$ cat src/rtl/apb_subsystem_top.sv
// Request front end -> APB master FSM -> APB slave with byte-wide register memory.
// Reads return on trf_rdata with a one-cycle trf_rdata_valid strobe.
module apb_subsystem_top #(
  parameter int unsigned ADDR_W      = 8,
  parameter int unsigned DATA_W      = 8,
  parameter int unsigned MEM_DEPTH   = 256,
  parameter int unsigned WAIT_CYCLES = 0
) (
  input  logic              pclk,
  input  logic              prstn,
  input  logic              trf_valid,
  input  logic [1:0]        trf_enc,
  input  logic [ADDR_W-1:0] trf_addr,
  input  logic [DATA_W-1:0] trf_wdata,
  output logic [DATA_W-1:0] trf_rdata,
  output logic              trf_rdata_valid
);

  localparam int unsigned CntW = (WAIT_CYCLES > 0) ? $clog2(WAIT_CYCLES + 1) : 1;
  localparam logic [CntW-1:0] WaitLast = CntW'(WAIT_CYCLES);

  typedef enum logic [1:0] {StIdle, StSetup, StAccess} state_e;

  state_e              r_state, w_state_d;
  logic                r_psel, w_psel_d;
  logic                r_penable, w_penable_d;
  logic                r_pwrite, w_pwrite_d;
  logic [ADDR_W-1:0]   r_paddr, w_paddr_d;
  logic [DATA_W-1:0]   r_pwdata, w_pwdata_d;
  logic                r_pready;
  logic [CntW-1:0]     r_wait_cnt;
  logic [DATA_W-1:0]   r_mem [MEM_DEPTH];
  logic [DATA_W-1:0]   r_rdata;
  logic                r_rdata_valid;
  logic [DATA_W-1:0]   w_prdata;
  logic                w_req;
  logic                w_done;

  assign w_req  = trf_valid && (trf_enc == 2'b01 || trf_enc == 2'b10);
  assign w_done = r_psel && r_penable && r_pready;

  // Master FSM: state and APB request registers
  always_ff @(posedge pclk or posedge prstn) begin
    if (prstn) begin
      r_state   <= StIdle;
      r_psel    <= 1'b0;
      r_penable <= 1'b0;
      r_pwrite  <= 1'b0;
      r_paddr   <= '0;
      r_pwdata  <= '0;
    end else begin
      r_state   <= w_state_d;
      r_psel    <= w_psel_d;
      r_penable <= w_penable_d;
      r_pwrite  <= w_pwrite_d;
      r_paddr   <= w_paddr_d;
      r_pwdata  <= w_pwdata_d;
    end
  end

  always_comb begin
    w_state_d   = r_state;
    w_psel_d    = r_psel;
    w_penable_d = r_penable;
    w_pwrite_d  = r_pwrite;
    w_paddr_d   = r_paddr;
    w_pwdata_d  = r_pwdata;
    unique case (r_state)
      StIdle: begin
        w_psel_d = 1'b0;
        if (w_req) begin
          w_state_d   = StSetup;
          w_psel_d    = 1'b1;
          w_penable_d = 1'b0;
          w_pwrite_d  = (trf_enc == 2'b01);
          w_paddr_d   = trf_addr;
          w_pwdata_d  = trf_wdata;
        end
      end
      StSetup: begin
        w_state_d   = StAccess;
        w_penable_d = 1'b1;
      end
      StAccess: begin
        if (r_pready) begin
          // Completing edge doubles as the sampling point for a back-to-back request
          if (w_req) begin
            w_state_d   = StSetup;
            w_penable_d = 1'b0;
            w_pwrite_d  = (trf_enc == 2'b01);
            w_paddr_d   = trf_addr;
            w_pwdata_d  = trf_wdata;
          end else begin
            w_state_d   = StIdle;
            w_psel_d    = 1'b0;
            w_penable_d = 1'b0;
          end
        end
      end
      default: w_state_d = StIdle;
    endcase
  end

  // Slave wait-state counter; PREADY is armed while SETUP is on the bus
  always_ff @(posedge pclk or posedge prstn) begin
    if (prstn) begin
      r_pready   <= 1'b0;
      r_wait_cnt <= '0;
    end else if (r_psel && !r_penable) begin
      r_pready   <= (WAIT_CYCLES == 0);
      r_wait_cnt <= '0;
    end else if (r_psel && r_penable) begin
      if (r_pready) begin
        r_pready <= 1'b0;
      end else begin
        r_wait_cnt <= r_wait_cnt + CntW'(1);
        r_pready   <= ((r_wait_cnt + CntW'(1)) == WaitLast);
      end
    end
  end

  assign w_prdata = (r_psel && r_penable) ? r_mem[r_paddr] : '0;

  always_ff @(posedge pclk or posedge prstn) begin
    if (prstn) begin
      for (int i = 0; i < MEM_DEPTH; i++) begin
        r_mem[i] <= '0;
      end
    end else if (w_done && r_pwrite) begin
      r_mem[r_paddr] <= r_pwdata;
    end
  end

  always_ff @(posedge pclk or posedge prstn) begin
    if (prstn) begin
      r_rdata       <= '0;
      r_rdata_valid <= 1'b0;
    end else begin
      r_rdata_valid <= w_done && !r_pwrite;
      if (w_done && !r_pwrite) begin
        r_rdata <= w_prdata;
      end
    end
  end

  assign trf_rdata       = r_rdata;
  assign trf_rdata_valid = r_rdata_valid;

endmodule

$ cat config.mk
export PLATFORM = sky130hd
export DESIGN_NAME = apb_subsystem_top
export DESIGN_NICKNAME = d
export VERILOG_FILES = /design/src/rtl/apb_subsystem_top.sv
export SDC_FILE = /design/constraint.sdc
export NUM_CORES = 2
export LEC_CHECK = 0
export CORE_MARGIN = 10
export CORE_UTILIZATION = 30
export CTS_CLUSTER_SIZE = 28
export DETAILED_ROUTE_END_ITERATION = 16
export PLACE_DENSITY = 0.43
export SLEW_MARGIN = 30
export SYNTH_ARGS = -nofsm -noshare
export SYNTH_HDL_FRONTEND = slang
export SYNTH_SLANG_ARGS = --single-unit
$ cat constraint.sdc
create_clock -name pclk -period 212.3 [get_ports pclk]
set_input_delay 42.46 -clock pclk [delete_from_list [all_inputs] [get_ports pclk]]
set_output_delay 42.46 -clock pclk [all_outputs]
set_load 0.02 [all_outputs]
==> impl_metrics.py <==
metrics = {
    "status": {
        "status": "complete, no violations",
    },
    "worst_setup_path": {
        "critPathCaptureType": "async pin",
        "r2r_end": "trf_rdata[5]$_DFFE_PP0P_",
        "timing.critical_path.mode_cell": "buf_4",
        "worstSetupPathDepth": 7,
        "cp-startpoint": "prstn",
        "worstPathCellList": "clkdlybuf4s50_1, inv_8, buf_4, buf_4, buf_4, buf_4, buf_6",
        "critPathTopFamily": "buffers and inverters",
        "worstSetupPathType": "in -> async",
        "endpoint": "r_paddr[3]$_DFFE_PP0P_",
        "arrival_ps": 46980,
        "r2r_slack_ps": 205760,
        "cp_max_fo": 86,
        "crit_buf_inv": 7,
        "worstPathRequired_ps": 213220,
        "critPathLaunchType": "primary input",
        "rr_startpoint": "r_paddr[0]$_DFFE_PP0P_",
        "slowest_delay_ps": 740,
        "rr_worst_depth": 11,
        "critical_path.slowest_cell": "buf_4",
    },
    "yosys": {
        "synth_top_cell_by_area": "dfrtp_1",
        "syn_avg_cell_area_um2": 15.35,
        "yosysSeqAreaShare_pct": 54.81,
        "syn_nets": 6208,
        "synth-edff-count": 0,
        "synthCells": 6186,
        "synthDominantCellAreaShare_pct": 54.81,
        "ys.flop_type": "dfrtp_1",
        "yosysWarnings": 0,
        "synthDistinctLibCells": 77,
        "ys_ff_latch": 2080,
        "syn-cell-area_um2": 94970,
        "async_reset_ff_share_pct": 100.0,
        "synth_area_leaders": "dfrtp_1 55%, mux2_2 24%, mux4_2 11%, mux2i_1 1.6%, clkbuf_1 1.2%",
    },
    "timing": {
        "hold_violations": 0,
        "timing.hold.ws_ps": 496.7,
        "fmax_mhz": 21.71,
        "slew_headroom_pct": 26.27,
        "fin_tns_setup_ps": 0,
        "fin_skew_ps": 68.30,
        "grt_setup_unrepaired": "false",
        "setup_viol": 0,
        "min_period_ps": 46070,
        "worstMarginPinSlew_ps": 1101,
        "finalMaxSlewViolations": 0,
        "fin_ws_ps": 166230,
        "fin_crit_sh_pct": 21.70,
    },
    "power": {
        "internal-power_uw": 713.9,
        "clkPwrFrac_pct": 39.1,
        "switchingPower_uw": 373.0,
        "total_power_mw": 1.087,
        "leakage_nw": 50.58,
        "comb_power_share_pct": 22.0,
        "ir_worst_vdd_mv": 0.006934,
        "seq_power_share_pct": 38.9,
        "p_per_area_nw_per_um2": 10.05,
        "netSwitchingFraction_pct": 34.32,
    },
    "finish": {
        "nNetsFinal": 6189,
        "fin_util_pct": 34.35,
        "final_common_cell": "dfrtp_1",
        "mostFrequentLayoutCells": "2,064 x dfrtp_1, 2,063 x mux2_2, 463 x mux4_2",
        "final_area_um2": 108200,
        "drive_gt1_share_pct": 51.28,
        "syn2layout_area_growth_pct": 13.93,
        "instances_no_fill": 10520,
        "fillers": 30410,
    },
    "run": {
        "drv_cap": 0,
    },
    "global_route": {
        "first_global_vias": 58790,
        "antenna_found_initial": 20,
        "grt_remaining_overflow": 0,
        "grt_first_pass_wirelength_um": 471500,
        "grt_use_total_pct": 19.01,
        "grt_max_degree": 188,
    },
    "clock_tree": {
        "cts_hold_buf": 0,
        "clockBufferDepth": 4,
        "cts_buffers": 244,
        "clock_sinks": 2080,
        "cts_tree": "built",
        "path_clk_slew_ps": 60,
        "clock_latency_ps": 930,
        "ctsResizeCount": 0,
        "cts_root_buf": "clkbuf_16",
        "cts_htree_levels": 4,
        "post_cts_buffers": 0,
    },
    "drt": {
        "routedWlPerCell_um": 31.36,
        "dr.pass1.iters": 5,
        "vias": 55600,
        "ant_nets": 0,
        "drt-total-wl_um": 330000,
        "post-route-drc-count": 0,
        "drt_iter0_drc": 3720,
        "viasPerCell": 5.284,
    },
    "die": {
        "ios": 30,
        "die_h_um": 582.6,
        "dieArea_um2": 339500,
        "fp.dieW_um": 582.6,
        "core_area_um2": 315000,
        "num_rows": 206,
        "start_util_pct": 30.15,
    },
    "placement": {
        "gp_congestion": 0.7909,
        "place.port_buffers": 29,
        "dp_hpwl_um": 211000,
        "dp_slack_ps": 164180,
        "placed_area_um2": 99980,
        "dp.cells": 10080,
    },
    "hold_path": {
        "min_path_type": "reg -> reg",
    },
}
## per-layer routing
metal / vias to the layer above / GRT usage (%) / routed length [um]
met5: - / 0 / 13
met4: 2 / 5.391 / 10580
met3: 449 / 2.579 / 12650
met2: 1112 / 31.18 / 156600
met1: 31000 / 26.37 / 150100
li1: 23040 / - / -
## worst min path at each step
stage,from,to,depth (start not counted)
after CTS,r_mem[1780]$_DFFE_PP0P_,r_mem[1780]$_DFFE_PP0P_,1
after global placement,r_mem[1715]$_DFFE_PP0P_,r_mem[1715]$_DFFE_PP0P_,1
final,r_mem[468]$_DFFE_PP0P_,r_mem[468]$_DFFE_PP0P_,1
after floorplan,r_mem[1715]$_DFFE_PP0P_,r_mem[1715]$_DFFE_PP0P_,1
after detailed placement,r_mem[1715]$_DFFE_PP0P_,r_mem[1715]$_DFFE_PP0P_,1
after global routing,r_mem[683]$_DFFE_PP0P_,r_mem[683]$_DFFE_PP0P_,1
## cells by family (layout without fill, tap and decap cells)
group           after synthesis  after routing  share of synthesized area (%)
fa+ha+maj                     1              1                        0.01317
buf+inv                     462            628                          2.312
simple gates                646            646                          3.321
other cells                   0             10                              0
flops                      2080           2080                          54.81
compound gates              307            307                          2.231
mux                        2690           2690                          37.32
## state kept, by name, indices dropped and copies added, names as in the netlist
signal	flops
r_pready	1
trf_rdata_valid	1
r_pwdata	8
r_mem	2048
r_psel	1
trf_rdata	8
r_penable	1
r_state	2
r_wait_cnt	1
r_paddr	8
r_pwrite	1
## cell usage after synthesis, drive strengths merged (33+ instances only)
| cell | instances |
|---|---|
| dfrtp | 2080 |
| mux2 | 2069 |
| mux4 | 471 |
| clkbuf | 298 |
| nand2 | 272 |
| nor2 | 217 |
| buf | 154 |
| mux2i | 150 |
| o22ai | 83 |
| a22oi | 44 |
| nand3 | 41 |
| a21oi | 33 |
| o21ai | 33 |
## worst reg2reg max path, cell delays in order (launching register included)
cell     delay, ps
dfrtp_4        770
buf_4          620
buf_4          720
buf_4          740
buf_4          710
mux4_2         630
mux2i_1        360
o22ai_1        140
nor3_1         640
o22ai_1        350
a21oi_1        420
a21oi_1        250
## cell type report
type / instances / area (um2) / area share [%]
Sequential cell: 2080 / 52100 / 48.15
Multi-Input combinational cell: 3644 / 41030 / 37.92
Clock buffer: 375 / 7251 / 6.701
Tap cell: 4160 / 5205 / 4.811
Timing Repair Buffer: 187 / 1769 / 1.635
Clock inverter: 56 / 768.2 / 0.7100
Inverter: 10 / 52.55 / 0.04857
Antenna cell: 10 / 25.02 / 0.02313
## power groups by stage
stage / clock, mW / sequential (mW) / combinational [mW]
2_1_floorplan: 0 / 0.418 / 0.134
4_1_cts: 0.437 / 0.425 / 0.242
3_3_place_gp: 0 / 0.434 / 0.236
3_5_place_dp: 0 / 0.432 / 0.241
5_1_grt: 0.452 / 0.425 / 0.249
6_report: 0.425 / 0.423 / 0.239
Note: power is estimated with default switching activity, not from simulation.
